**config.mk**
```make
export PLATFORM = sky130hd
export DESIGN_NAME = uart_txrx
export DESIGN_NICKNAME = d
export VERILOG_FILES = /design/src/rtl/uart_pkg.sv /design/src/rtl/uart_bit_timer.sv /design/src/rtl/uart_txrx.sv
export SDC_FILE = /design/constraint.sdc
export NUM_CORES = 1
export LEC_CHECK = 0
export BUFFER_PORTS_ARGS = -buffer_cell sky130_fd_sc_hd__buf_2
export CAP_MARGIN = 40
export CORE_MARGIN = 2
export CORE_UTILIZATION = 55
export CTS_BUF_LIST = sky130_fd_sc_hd__clkbuf_2
export DETAILED_ROUTE_END_ITERATION = 10
export MAX_ROUTING_LAYER = met4
export PLACE_DENSITY = 0.78
export REMOVE_ABC_BUFFERS = 1
export SLEW_MARGIN = 25
export SYNTH_ARGS = -nofsm -noshare
export SYNTH_HDL_FRONTEND = slang
export SYNTH_HIERARCHICAL = 1
export SYNTH_SLANG_ARGS = --single-unit
```
**constraint.sdc**
```tcl
create_clock -name i_clk -period 7.1 [get_ports i_clk]
set_clock_uncertainty 0.1 [all_clocks]
set_input_delay 0.71 -clock i_clk [delete_from_list [all_inputs] [get_ports i_clk]]
set_output_delay 0.71 -clock i_clk [all_outputs]
set_load 0.05 [all_outputs]
```
**src/rtl/uart_pkg.sv**
```systemverilog
`default_nettype none
// ============================================================================
// Module   : uart_pkg
// Brief    : Shared state encodings and frame constants for the 8N1 UART.
// Revision : 1.0 - initial release
// ============================================================================
package uart_pkg;

    typedef enum logic [2:0] {
        TX_IDLE    = 3'd0,
        TX_START   = 3'd1,
        TX_DATA    = 3'd2,
        TX_STOP    = 3'd3,
        TX_CLEANUP = 3'd4
    } tx_state_t;

    typedef enum logic [2:0] {
        RX_IDLE    = 3'd0,
        RX_START   = 3'd1,
        RX_DATA    = 3'd2,
        RX_STOP    = 3'd3,
        RX_CLEANUP = 3'd4
    } rx_state_t;

    localparam logic       START_BIT    = 1'b0;
    localparam logic       STOP_BIT     = 1'b1;
    localparam int         DATA_BITS    = 8;
    localparam logic [2:0] LAST_BIT_IDX = 3'(DATA_BITS - 1);

endpackage
`default_nettype wire

```
**src/rtl/uart_bit_timer.sv**
```systemverilog
`default_nettype none
// ============================================================================
// Module   : uart_bit_timer
// Brief    : Bit-period counter; ticks at the full-bit or half-bit terminal count.
// Revision : 1.0 - initial release
// ============================================================================
module uart_bit_timer #(
    parameter int CLKS_PER_BIT = 434
) (
    input  logic i_clk,
    input  logic i_rst_n,
    input  logic i_run,
    input  logic i_half_mode,
    output logic o_tick
);

    localparam int               CNT_W    = $clog2(CLKS_PER_BIT);
    localparam logic [CNT_W-1:0] FULL_CNT = CNT_W'(CLKS_PER_BIT - 1);
    localparam logic [CNT_W-1:0] HALF_CNT = CNT_W'((CLKS_PER_BIT - 1) / 2);

    logic [CNT_W-1:0] r_count;
    logic [CNT_W-1:0] w_terminal;

    assign w_terminal = i_half_mode ? HALF_CNT : FULL_CNT;
    assign o_tick     = i_run && (r_count == w_terminal);

    // The count restarts from zero on every tick so each period begins cleanly.
    always_ff @(posedge i_clk or negedge i_rst_n) begin
        if (!i_rst_n) begin
            r_count <= '0;
        end else if (!i_run || o_tick) begin
            r_count <= '0;
        end else begin
            r_count <= r_count + 1'b1;
        end
    end

endmodule
`default_nettype wire

```
**src/rtl/uart_txrx.sv**
```systemverilog
`default_nettype none
// ============================================================================
// Module   : uart_txrx
// Brief    : Full-duplex 8N1 UART with independent TX and RX state machines.
// Revision : 1.0 - initial release
// ============================================================================
module uart_txrx
    import uart_pkg::*;
#(
    parameter int CLKS_PER_BIT = 434
) (
    input  logic       i_clk,
    input  logic       i_rst_n,
    input  logic       i_tx_dv,
    input  logic [7:0] i_tx_byte,
    output logic       o_tx_active,
    output logic       o_tx_serial,
    output logic       o_tx_done,
    input  logic       i_rx_serial,
    output logic       o_rx_dv,
    output logic [7:0] o_rx_byte
);

    tx_state_t  r_tx_state;
    logic [7:0] r_tx_data;
    logic [2:0] r_tx_idx;
    logic [2:0] w_tx_next_idx;
    logic       r_tx_serial;
    logic       r_tx_active;
    logic       r_tx_done;
    logic       w_tx_run;
    logic       w_tx_tick;

    assign w_tx_run      = (r_tx_state == TX_START) || (r_tx_state == TX_DATA) ||
                           (r_tx_state == TX_STOP);
    assign w_tx_next_idx = r_tx_idx + 3'd1;

    uart_bit_timer #(.CLKS_PER_BIT(CLKS_PER_BIT)) u_tx_timer (
        .i_clk       (i_clk),
        .i_rst_n     (i_rst_n),
        .i_run       (w_tx_run),
        .i_half_mode (1'b0),
        .o_tick      (w_tx_tick)
    );

    // Line level is registered on the state transition, so it changes on the tick edge.
    always_ff @(posedge i_clk or negedge i_rst_n) begin
        if (!i_rst_n) begin
            r_tx_state  <= TX_IDLE;
            r_tx_data   <= '0;
            r_tx_idx    <= '0;
            r_tx_serial <= STOP_BIT;
            r_tx_active <= 1'b0;
            r_tx_done   <= 1'b0;
        end else begin
            case (r_tx_state)
                TX_IDLE: begin
                    r_tx_serial <= STOP_BIT;
                    r_tx_done   <= 1'b0;
                    r_tx_idx    <= '0;
                    if (i_tx_dv) begin
                        r_tx_data   <= i_tx_byte;
                        r_tx_active <= 1'b1;
                        r_tx_serial <= START_BIT;
                        r_tx_state  <= TX_START;
                    end
                end
                TX_START: begin
                    if (w_tx_tick) begin
                        r_tx_serial <= r_tx_data[0];
                        r_tx_state  <= TX_DATA;
                    end
                end
                TX_DATA: begin
                    if (w_tx_tick) begin
                        if (r_tx_idx == LAST_BIT_IDX) begin
                            r_tx_serial <= STOP_BIT;
                            r_tx_state  <= TX_STOP;
                        end else begin
                            r_tx_idx    <= w_tx_next_idx;
                            r_tx_serial <= r_tx_data[w_tx_next_idx];
                        end
                    end
                end
                TX_STOP: begin
                    if (w_tx_tick) begin
                        r_tx_active <= 1'b0;
                        r_tx_done   <= 1'b1;
                        r_tx_state  <= TX_CLEANUP;
                    end
                end
                TX_CLEANUP: begin
                    r_tx_done  <= 1'b0;
                    r_tx_state <= TX_IDLE;
                end
                default: begin
                    r_tx_state <= TX_IDLE;
                end
            endcase
        end
    end

    assign o_tx_serial = r_tx_serial;
    assign o_tx_active = r_tx_active;
    assign o_tx_done   = r_tx_done;

    rx_state_t  r_rx_state;
    logic       r_rx_meta;
    logic       r_rx_sync;
    logic [7:0] r_rx_shift;
    logic [2:0] r_rx_idx;
    logic [7:0] r_rx_byte;
    logic       r_rx_dv;
    logic       w_rx_run;
    logic       w_rx_half;
    logic       w_rx_tick;

    // Two-flop synchronizer; resets to the idle line level.
    always_ff @(posedge i_clk or negedge i_rst_n) begin
        if (!i_rst_n) begin
            r_rx_meta <= 1'b1;
            r_rx_sync <= 1'b1;
        end else begin
            r_rx_meta <= i_rx_serial;
            r_rx_sync <= r_rx_meta;
        end
    end

    assign w_rx_run  = (r_rx_state == RX_START) || (r_rx_state == RX_DATA) ||
                       (r_rx_state == RX_STOP);
    assign w_rx_half = (r_rx_state == RX_START);

    uart_bit_timer #(.CLKS_PER_BIT(CLKS_PER_BIT)) u_rx_timer (
        .i_clk       (i_clk),
        .i_rst_n     (i_rst_n),
        .i_run       (w_rx_run),
        .i_half_mode (w_rx_half),
        .o_tick      (w_rx_tick)
    );

    always_ff @(posedge i_clk or negedge i_rst_n) begin
        if (!i_rst_n) begin
            r_rx_state <= RX_IDLE;
            r_rx_shift <= '0;
            r_rx_idx   <= '0;
            r_rx_byte  <= '0;
            r_rx_dv    <= 1'b0;
        end else begin
            case (r_rx_state)
                RX_IDLE: begin
                    r_rx_dv  <= 1'b0;
                    r_rx_idx <= '0;
                    if (r_rx_sync == START_BIT) begin
                        r_rx_state <= RX_START;
                    end
                end
                RX_START: begin
                    // Mid start bit: a line that has returned high was only a glitch.
                    if (w_rx_tick) begin
                        r_rx_state <= (r_rx_sync == START_BIT) ? RX_DATA : RX_IDLE;
                    end
                end
                RX_DATA: begin
                    if (w_rx_tick) begin
                        r_rx_shift[r_rx_idx] <= r_rx_sync;
                        if (r_rx_idx == LAST_BIT_IDX) begin
                            r_rx_state <= RX_STOP;
                        end else begin
                            r_rx_idx <= r_rx_idx + 3'd1;
                        end
                    end
                end
                RX_STOP: begin
                    if (w_rx_tick) begin
                        if (r_rx_sync == STOP_BIT) begin
                            r_rx_byte <= r_rx_shift;
                            r_rx_dv   <= 1'b1;
                        end
                        r_rx_state <= RX_CLEANUP;
                    end
                end
                RX_CLEANUP: begin
                    r_rx_dv    <= 1'b0;
                    r_rx_state <= RX_IDLE;
                end
                default: begin
                    r_rx_state <= RX_IDLE;
                end
            endcase
        end
    end

    assign o_rx_dv   = r_rx_dv;
    assign o_rx_byte = r_rx_byte;

endmodule
`default_nettype wire

```
==> results.md, run 1 <==
* Crit. End Element: register
* Layout cells sized above 1 at 0.309
* Total CTS buffers at 9
* Fin crit period at roughly 3.1 ns
* Via Count at 2014
* Ports at 24
* Yosys Warn Count at 6
* Share of the synthesized area in the top cell type at 0.481
* Number of synthesized register bits at 60
* DRC violation count after routing at 0
* Fin Hold WS at 0.238 ns
* Post-DRT Antenna Nets at 0
* Die H at 77.4 um
* Number of global-route vias before repair at 1939
* Die width at 77.4 um
* Area Growth Syn to Fin at 8.83%
* Final slew viol count at 0
* Sequential fraction of the synthesis area at 0.508
* Clock Latency Late Sink at 0.47 ns
* Leading area contributor after synthesis: dfrtp_1
* Clock tree buffer depth at 2
* Non-Filler Instances at 355
* Power per cell area at 211 mW/mm^2
* Synth Flop Type: dfrtp_1
* Post-Syn Area at 0.00296 mm^2
* Final Util at 0.627
* WL/cell at ~14 um
* P_leak at 0.00143 uW
* Post-CTS Resized at 0
* CP Launch Type: register
* Initial antenna violation count at 0
* Endpoints failing setup at 0
* Pre-Repair DR Iteration Count at 5
* Tightest Pin Transition at between 0.7 and 0.8 ns
* H-tree Lvls at 3
* Final count of hold timing violations at 0
* Clock transition at the registers of the reported paths at 0.16 ns
* Footprint of the multi-input gates at 0.00139 mm^2
* Sink Count at 60
* Unrepaired setup endpoints after global routing: no
* First-pass GRT wire length at 8930 um
* Placed cells at 339
* Total Wirelength at ~5000 um
* Postcts setup bufs at 0
* Post-synth EDFFs at 0
* Hold-fix buffers at CTS at 0
* Mean area per synthesized cell at 11.6 um^2
* Synth Instances at 255
* CP max FO at 10
* Total grt overflow at 0
* Vias per cell at 5.67
* CP arrival at 3.34 ns
* Fill count at 443
* Fin worst setup slack at 4.03 ns
* WS Path Type: reg2reg
* Clk root buf: clkbuf_2
* DP Worst Slack at roughly 4.1 ns
* # diodes at 0
* Count of cell types in the netlist at 42
* Period utilization at 0.432
* Post-synth ARST share at 1.00
* Max-cap check violation count at 0
* Hold crit path type: in2reg
* Initial Util at 0.576
* Worst VDD drop at 120 uV
* Core Footprint at a little over 0.005 mm^2
* R2R setup slack at between 4 and 5 ns
* GPL Wtd Cong at about 0.79
* Die area at 0.00599 mm^2
* Max Fclk at ~0.33 GHz
* Final setup TNS at 0 ns
* Initial DRC count at 110
* Largest net degree at the start of global routing at 61
* Status: finished, final reports clean
* Req. time, crit path at 7.37 ns
* Hpwl dp at 3430 um
* # nets final at 298
* Top post-synthesis cells by area: dfrtp_1, mux2_2, nand2_1, o21ai_0, dfstp_2
* CTS tree: done
* Total track usage at 0.194
* Rel. slew slack at 0.518
* Std-Cell Rows at 26
* Area taken by flip-flops and latches at 0.00151 mm^2
* Port Buffers at 23
-- Yosys cell counts (2+ instances only) --
master	instances
nand2_1	24
nand3b_1	3
o31ai_1	2
o21ai_0	17
dfstp_2	3
dfrtp_1	57
xnor2_1	2
and3_1	2
a211oi_1	9
nor3_2	2
clkbuf_1	6
nor3_1	2
a221oi_1	5
o22ai_4	2
nor3b_2	2
mux4_2	2
a21oi_1	6
xor2_1	5
nand4_2	2
nand2b_1	6
nand3_1	11
ha_1	6
mux2_2	27
nor2_1	14
a221oi_2	4
or3_1	8
nand4bb_1	4
nand3_2	2
buf_4	4
inv_1	3
a22o_1	2
-- path summary, 6_finish.rpt --
check                                           from                        end  depth (start not counted)
setup / recovery           r_rx_state[2]$_DFFE_PN0P_  r_rx_shift[4]$_DFFE_PN0P_                          9
hold / removal                           i_rx_serial        r_rx_meta$_DFF_PN1_                          1
setup reg to reg           r_rx_state[2]$_DFFE_PN0P_  r_rx_shift[4]$_DFFE_PN0P_                          9
hold reg to reg                  r_rx_meta$_DFF_PN1_        r_rx_sync$_DFF_PN1_                          0
max in group asynchronous                    i_rst_n   r_tx_data[3]$_DFFE_PN0P_                          2
min in group asynchronous                    i_rst_n   o_rx_byte[3]$_DFFE_PN0P_                          2
-- through the flow --
| stage | area, um^2 | power [uW] |
|---|---|---|
| floorplan | 2910 | 461 |
| finish | 3220 | 681 |
| detailed placement | 3120 | 487 |
| global placement | 3120 | 483 |
| global route | 3220 | 718 |
| CTS | 3220 | 689 |
-- routing by layer --
| layer | track usage | routed length [um] | share of wire |
|---|---|---|---|
| met5 | - | 0 | 0 |
| met4 | 0.102 | 114 | 0.023 |
| met3 | 0.0349 | 150 | 0.030 |
| met2 | 0.283 | 2340 | 0.47 |
| met1 | 0.261 | 2400 | 0.48 |
-- worst max-delay path: stages, from the launching register on --
cell and delay (ns):
dfrtp_1 0.56, nand2b_1 0.18, nor2_1 0.06, nand4bb_1 0.24
o22ai_4 0.35, and3_1 0.36, nand2_2 0.12, or4_4 0.47
nor3b_2 0.20, mux2_2 0.34
-- logic make-up after synthesis --
group	Yosys count	synth area share
buffers and inverters	14	0.0232
xor gates and xnor gates	7	0.0207
AOI/OAI and AO/OA	49	0.127
other	1	0.00127
DFF	60	0.508
adders and majority gates	6	0.0253
muxes	29	0.118
and+or+nand+nor	89	0.177
-- area by class of cell --
cell class / instances / area share
well taps: 70 / 0.0272
inverters: 3 / 0.00349
clock buffers: 10 / 0.0155
repair buffers: 24 / 0.0380
multi-input cells: 182 / 0.432
clock inverters: 6 / 0.0171
flip-flops and latches: 60 / 0.467
-- power by group --
part | internal [uW] | switching [uW]
Clock | 79.4 | 122
Combinational | 38.6 | 38.9
Sequential | 369 | 33.0
-- registers in the layout, summed over array words and instances (netlist names) --
name / cells
o_rx_byte: 8
o_rx_dv: 1
o_tx_active: 1
o_tx_done: 1
o_tx_serial: 1
r_rx_idx: 3
r_rx_meta: 1
r_rx_shift: 8
r_rx_state: 3
r_rx_sync: 1
r_tx_data: 8
r_tx_idx: 3
r_tx_state: 3
u_rx_timer/r_count: 9
u_tx_timer/r_count: 9
-- cells in the final DEF (no fill, tap or decap), types with 3 or more instances in the layout --
cell	n
a211oi_1	9
nor2_1	14
o21ai_0	17
clkbuf_2	10
nand3_1	11
a221oi_2	4
ha_1	6
dfrtp_1	57
nand4bb_1	4
buf_2	23
a21oi_1	6
nand3b_1	3
nand2_1	24
or3_1	8
dfstp_2	3
mux2_2	27
a221oi_1	5
nand2b_1	6
inv_1	3
xor2_1	5
Note: power is estimated with default switching activity, not from simulation.
==> run 2, diff against run 1 <==
- PLACE_DENSITY: 0.78 -> 0.81
- clock period: 7.1 -> 2.7 ns (I/O delays scaled with it)
==> run 2 against run 1 <==
Clock power rose to 3.1 times the previous value. Critical endpoint unchanged. Total power grew to 2.8 times the previous value. Largest cell class unchanged. Count of clock-buffer cells in the layout is 1 higher. Combinational power grew to 2.9 times the previous value. Global-route usage grew 2.1 points. Final area grew 6.2%. Hold slack got worse by 0.0047 ns. Critical path depth unchanged. Non-clock buffer count grew 19.
==> results.md, run 2 (synthesis results as in run 1) <==
* Status: finished, final reports clean
* Critical-path cell list: nand2b_1, nor2_1, nand4bb_1, o22ai_4, and3_4, nand2_2, or4_4, nor3b_2, mux2_2
* Clock Latency Late Sink at 0.47 ns (about the same)
* Pre-Repair DR Iteration Count at 4 (-1)
* CP max FO at 4 (-6)
* Postcts setup bufs at 0 (unchanged)
* Die H at 77.4 um (unchanged)
* Total grt overflow at 0 (unchanged)
* Most frequent cells in the layout: dfrtp_1, mux2_2, nand2_1
* Area Growth Syn to Fin at 15.6%
* Worst path slowest cell: or4_4
* Ports at 24 (unchanged)
* Fin crit period at 2.50 ns (-0.564 ns)
* Sw Pwr at 520 uW (+170%)
* Max-cap check violation count at 0 (unchanged)
* # diodes at 0 (unchanged)
* Final slew viol count at 0 (unchanged)
* Period utilization at 0.928 (+0.495)
* Via Count at 2141 (+6.3%)
* Sw Ratio at 0.272 (-0.0135)
* Largest net degree at the start of global routing at 29 (-52%)
* Sink Count at 60 (unchanged)
* Crit path max-delay family: simple AND/OR/NAND/NOR gates
* Crit. End Element: register
* CTS tree: done
* Number of global-route vias before repair at 2113 (+9.0%)
* Core Footprint at 0.00514 mm^2 (unchanged)
* Clock power frac at 0.327 (+0.031)
* Die width at 77.4 um (unchanged)
* Req. time, crit path at 2.96 ns (-4.41 ns)
* Commonest non-fill, non-tap cell in the layout: dfrtp_1
* Total track usage at 0.215 (+0.0207)
* Clock tree buffer depth at 2 (unchanged)
* Final count of hold timing violations at 0 (unchanged)
* Worst VDD drop at 465 uV (+290%)
* Hold crit path type: in2async
* Part of the power in registers at 0.556 (-0.034)
* Non-Filler Instances at 374 (+5.4%)
* P_leak at 0.00153 uW (+6.9%)
* Initial DRC count at 203 (+85%)
* Total CTS buffers at 9 (unchanged)
* CP Launch Type: register
* CP arrival at 2.77 ns (-0.57 ns)
* Placed cells at 347 (+2.4%)
* Max Fclk at 0.399 GHz (+23%)
* Port Buffers at 23 (unchanged)
* First-pass GRT wire length at 9860 um (+10%)
* Power per cell area at 558 mW/mm^2 (+160%)
* Tightest Pin Transition at 0.680 ns (-0.0422 ns)
* GPL Wtd Cong at 0.797 (+1.5%)
* Internal power at 1390 uW (+190%)
* Die area at 0.00599 mm^2 (unchanged)
* H-tree Lvls at 3 (unchanged)
* DR top layer: met4
* Post-DRT Antenna Nets at 0 (unchanged)
* Rel. slew slack at 0.542 (+0.0240)
* Critical path buffer and inverter count at 0 (unchanged)
* Endpoints failing setup at 0 (unchanged)
* Total power at 1910 uW (+180%)
* Initial Util at 0.576 (unchanged)
* Fill count at 396 (-11%)
* WS Path Type: reg2reg
* Gate power share at 0.118 (+0.004)
* Max stage delay on crit path at 0.46 ns (-0.10 ns)
* # nets final at 317 (+6.4%)
* Met2 wire len at 2850 um (+22%)
* Biggest regs: u_rx_timer/r_count (9), u_tx_timer/r_count (9)
* Clk root buf: clkbuf_2
* WL met1 at 2450 um (+2.0%)
* Layout cells sized above 1 at 0.322 (+0.0136)
* Vias per cell at 5.72 (+0.91%)
* Total Wirelength at 5640 um (+13%)
* Clock transition at the registers of the reported paths at 0.17 ns (about the same)
* DRC violation count after routing at 0 (unchanged)
* Met3 Routed Length at 242 um (+61%)
* Unrepaired setup endpoints after global routing: no
* WL/cell at 15.1 um (+6.9%)
* Std-Cell Rows at 26 (unchanged)
* Initial antenna violation count at 0 (unchanged)
* Hpwl dp at 3770 um (+10%)
## run 2: cell types whose count changed in the layout (fill, tap and decap cells not counted)
cell / before / now
clkinv_2: 2 / 1
bufinv_16: 1 / 2
and3_1: 2 / 1
clkbuf_2: 10 / 11
dlygate4sd3_1: 0 / 11
buf_4: 1 / 9
clkinv_1: 2 / 1
and3_4: 0 / 1
## run 2: layout make-up
class / instances / area, um^2 / share of cell area
clock inverter: 5 / 76.3 / 0.0223
inverter: 3 / 11.3 / 0.00329
sequential: 60 / 1510 / 0.439
timing repair buffer: 43 / 293 / 0.0855
tap: 70 / 87.6 / 0.0256
multi-input combinational: 182 / 1400 / 0.408
clock buffer: 11 / 55.1 / 0.0161
## run 2: power by group through the flow
stage	sequential (uW)	combinational (uW)	clock, uW
after global placement	1070	203	0
after detailed placement	1080	214	0
after global routing	1080	250	684
after floorplan	1070	146	0
after CTS	1060	227	644
final	1060	225	625
## run 2: path summary, 6_finish.rpt
check,slack [ns],endpoint,start,depth (start not counted)
hold / removal,0.23,u_tx_timer/r_count[0]$_DFF_PN0_,i_rst_n,2
max in group asynchronous,1.53,r_rx_meta$_DFF_PN1_,i_rst_n,3
min in group i_clk,0.27,r_rx_sync$_DFF_PN1_,r_rx_meta$_DFF_PN1_,0
hold reg to reg,0.27,r_rx_sync$_DFF_PN1_,r_rx_meta$_DFF_PN1_,0
setup reg to reg,0.20,r_rx_shift[4]$_DFFE_PN0P_,r_rx_state[2]$_DFFE_PN0P_,9
setup / recovery,0.20,r_rx_shift[4]$_DFFE_PN0P_,r_rx_state[2]$_DFFE_PN0P_,9
## run 2: per-layer routing
layer	vias to the layer above	track usage
li1	1027	-
met1	1045	0.264
met2	60	0.337
met3	9	0.0558
met4	0	0.0964
met5	-	-
## run 2: through the flow
| step | hold slack (ns) | instance area [um^2] | setup slack [ns] | setup TNS, ns | util |
|---|---|---|---|---|---|
| 2_1_floorplan | -0.126 | 2910 | -0.0697 | -0.162 | - |
| 3_3_place_gp | 0.222 | 3180 | 0.277 | 0 | 0.619 |
| 3_5_place_dp | 0.221 | 3180 | 0.211 | 0 | 0.619 |
| 4_1_cts | 0.222 | 3420 | 0.166 | 0 | 0.666 |
| 5_1_grt | 0.241 | 3430 | 0.0100 | 0 | 0.667 |
| 6_report | 0.233 | 3430 | 0.196 | 0 | 0.667 |
## run 2: what timing repair did
action                     in CTS  in global routing
hold endpoints to repair       37                  0
setup endpoints to repair       0                  1
hold buffers                   11                  0
gates resized for setup         0                  1
==> run 3, diff against run 2 <==
- ABC_AREA: unset -> 1
==> run 3 against run 2 <==
Worst setup slack improved by 0.081 ns. Critical path depth increased by 4. Combinational power decreased by 79%. Sequential share of layout area decreased by 0.59 points. Via count increased by 4.9%. Maximum frequency increased by 3.4%. Core utilization increased by 0.48 points. Critical endpoint is now o_rx_byte[7]$_DFFE_PN0P_. Global-route usage decreased by 1.1 points. Non-clock buffer count decreased by 7.
==> results.md, run 3 <==
* Clock tree buffer depth at 2 (unchanged)
* Initial DRC count at 91 (-55%)
* Total power at 1660 uW (-13%)
* Die H at 77.6 um (+0.24%)
* Synth Instances at 341 (+34%)
* Critical-path cell list: inv_2, nand2_2, nor2_1, inv_1, nor2_1, nand3_1, nand2_1, nand2_1, nor2_1, inv_2, nor3_4, nand2_4, mux2_4
* Count leader, synth: nand2_1
* Fin Hold WS at 0.0544 ns (-0.179 ns)
* Total Wirelength at 5380 um (-4.5%)
* Part of the power in registers at 0.545 (-0.011)
* Gate power share at 0.029 (-0.089)
* Largest net degree at the start of global routing at 38 (+31%)
* Total track usage at 0.204 (-0.0109)
* Register-to-Register Path Depth at 13 (+4)
* WL/cell at 11.6 um (-23%)
* Ports at 24 (unchanged)
* # nets final at 406 (+28%)
* Mean area per synthesized cell at 8.73 um^2 (-25%)
* Hold crit path type: in2reg
* Hold Crit Depth at 4
* Final setup TNS at 0 ns (unchanged)
* Vias per cell at 4.85 (-15%)
* R2r endpoint: o_rx_byte[7]$_DFFE_PN0P_
* Die area at 0.00602 mm^2 (+0.48%)
* Biggest regs: u_rx_timer/r_count (9), u_tx_timer/r_count (9)
* Worst r2r src: r_rx_state[2]$_DFFE_PN0P_
* First-pass GRT wire length at 9420 um (-4.5%)
* Initial Util at 0.576 (-0.000723)
* Number of synthesized register bits at 60 (unchanged)
* Std-Cell Rows at 26 (unchanged)
* Synth Area in XOR/XNOR at 0.0235 (+0.00284)
* Core Footprint at 0.00517 mm^2 (+0.63%)
* CP most frequent cell: nor2_1
* Post-Syn Area at 0.00298 mm^2 (+0.51%)
* Clk root buf: clkbuf_2
* Internal power at 1320 uW (-5.2%)
* Sw Ratio at 0.203 (-0.0687)
* Hold path startpoint: i_tx_dv
* Unrepaired setup endpoints after global routing: no
* GPL Wtd Cong at 0.883 (+11%)
* Power per cell area at 477 mW/mm^2 (-15%)
* CP arrival at 2.68 ns (-0.09 ns)
* Post-synth ARST share at 1.00 (unchanged)
* Multiplexer area fraction after synthesis at 0.0618 (-0.0561)
* Status: finished, final reports clean
* H-tree Lvls at 3 (unchanged)
* Period utilization at 0.897 (-0.0301)
* R2R setup slack at 0.28 ns (+0.08 ns)
* Sink Count at 60 (unchanged)
* Clock Latency Late Sink at 0.46 ns (about the same)
* Clock power frac at 0.426 (+0.099)
* Share of the synthesized area in the top cell type at 0.479 (-0.00243)
* Worst VDD drop at 479 uV (+3.0%)
* Hold EP: o_tx_serial$_DFFE_PN1P_
* Critical Path Start: r_rx_state[2]$_DFFE_PN0P_
* Endpoints failing setup at 0 (unchanged)
* CTS tree: done
* Compound-gate portion of the synthesized area at 0.0584 (-0.0687)
* CP Launch Type: register
* Max stage delay on crit path at 0.44 ns (-0.02 ns)
* Most instantiated cells after synthesis: nand2_1, dfrtp_1, nor2_1, inv_1, nand3_1
* Largest family of logic cells by synthesized area: simple AND/OR/NAND/NOR gates
* Fin crit period at 2.42 ns (-0.0814 ns)
* Sequential fraction of the synthesis area at 0.505 (-0.00256)
* Synth Flop Type: dfrtp_1
* # diodes at 0 (unchanged)
* Pre-Repair DR Iteration Count at 4 (unchanged)
* Count of cell types in the netlist at 27 (-36%)
* Crit. End Element: register
* Port Buffers at 23 (unchanged)
* Sw Pwr at 337 uW (-35%)
* Yosys Warn Count at 6 (unchanged)
* Max Fclk at 0.413 GHz (+3.4%)
* Post-DRT Antenna Nets at 0 (unchanged)
* Max-cap check violation count at 0 (unchanged)
* Leading area contributor after synthesis: dfrtp_1
* P_leak at 0.00183 uW (+20%)
* Most frequent cells in the layout: nand2_1, dfrtp_1, nor2_1
* Via Count at 2246 (+4.9%)
* Clock transition at the registers of the reported paths at 0.16 ns (about the same)
* Number of global-route vias before repair at 2214 (+4.8%)
* Area Growth Syn to Fin at 16.6%
* Commonest non-fill, non-tap cell in the layout: nand2_1
* Initial antenna violation count at 0 (unchanged)
* DRC violation count after routing at 0 (unchanged)
* Post-synthesis simple-gate area fraction at 0.259 (+0.0823)
* CP max FO at 10 (+6)
* Final count of hold timing violations at 0 (unchanged)
* Req. time, crit path at 2.95 ns (about the same)
* Top post-synthesis cells by area: dfrtp_1, nand2_1, nor2_1, inv_1, nand3_1
* Worst path slowest cell: dfrtp_1
* Final slew viol count at 0 (unchanged)
* Hpwl dp at 3920 um (+3.8%)
* Post-synthesis adder-cell area fraction at 0.0252 (-0.000128)
* Total CTS buffers at 9 (unchanged)
* Post-synth EDFFs at 0 (unchanged)
* Layout cells sized above 1 at 0.206 (-0.116)
* Die width at 77.6 um (+0.24%)
* Post-CTS Resized at 0 (unchanged)
* Total grt overflow at 0 (unchanged)
* WS Path Type: reg2reg
==> run 3: worst max path at each step <==
stage | endpoint | slack [ns] | cells after the start
3_5_place_dp | o_rx_byte[7]$_DFFE_PN0P_ | 0.32 | 13
3_3_place_gp | o_rx_byte[7]$_DFFE_PN0P_ | 0.43 | 13
6_report | o_rx_byte[7]$_DFFE_PN0P_ | 0.28 | 13
5_1_grt | o_rx_byte[4]$_DFFE_PN0P_ | 0.08 | 13
2_1_floorplan | o_rx_byte[1]$_DFFE_PN0P_ | 0.54 | 13
4_1_cts | o_rx_byte[7]$_DFFE_PN0P_ | 0.29 | 13
==> run 3: cells by family (layout without fill, tap and decap cells) <==
kind of cell             Yosys count  in the layout
multiplexers                      14             14
buffers and inverters             51            102
adder cells (fa/ha/maj)            6              6
flip-flops                        60             60
AO/OA/AOI/OAI                     33             33
other                              1              2
XOR/XNOR                           8              8
AND/OR/NAND/NOR                  168            168
==> run 3: cell type report <==
| class | instances | area, um^2 |
|---|---|---|
| tap | 70 | 87.6 |
| multi-input combinational | 231 | 1280 |
| clock inverter | 6 | 103 |
| timing repair buffer | 36 | 258 |
| clock buffer | 10 | 50.0 |
| inverter | 50 | 188 |
| sequential | 60 | 1510 |
| fill | 377 | 1700 |
==> run 3: power by group through the flow <==
stage	Sequential [uW]	Combinational, uW	Clock [uW]
floorplan	920	3.14	0
global placement	920	31.5	0
detailed placement	920	32.6	0
CTS	903	43.9	725
global route	904	53.9	759
finish	903	47.5	707
==> run 3: metal layers <==
layer | track usage | part of all wire
met3 | 0.0465 | 0.034
met5 | - | 0
met4 | 0.0857 | 0.014
met1 | 0.240 | 0.46
met2 | 0.338 | 0.49
==> run 3: timing repair <==
action | 4_1_cts | 5_1_grt
hold buffers | 10 | 0
endpoints found under the hold margin | 41 | 0
setup buffers | 0 | 0
==> run 3: through the flow <==
| stage | utilization | instances | worst slack (ns) | instance area (um^2) |
|---|---|---|---|---|
| 2_1_floorplan | - | 341 | 0.535 | 2970 |
| 4_1_cts | 0.666 | 462 | 0.294 | 3440 |
| 3_5_place_dp | 0.617 | 436 | 0.322 | 3190 |
| 3_3_place_gp | 0.617 | 436 | 0.428 | 3190 |
| 5_1_grt | 0.671 | 463 | 0.0760 | 3470 |
| 6_report | 0.671 | 463 | 0.277 | 3470 |
==> run 3: worst max-delay path, delay by kind of cell, from the launching register on <==
kind	cells	cell delay, ns
muxes	1	0.32
and+or+nand+nor	9	1.21
DFF	1	0.44
buffers and inverters	3	0.25
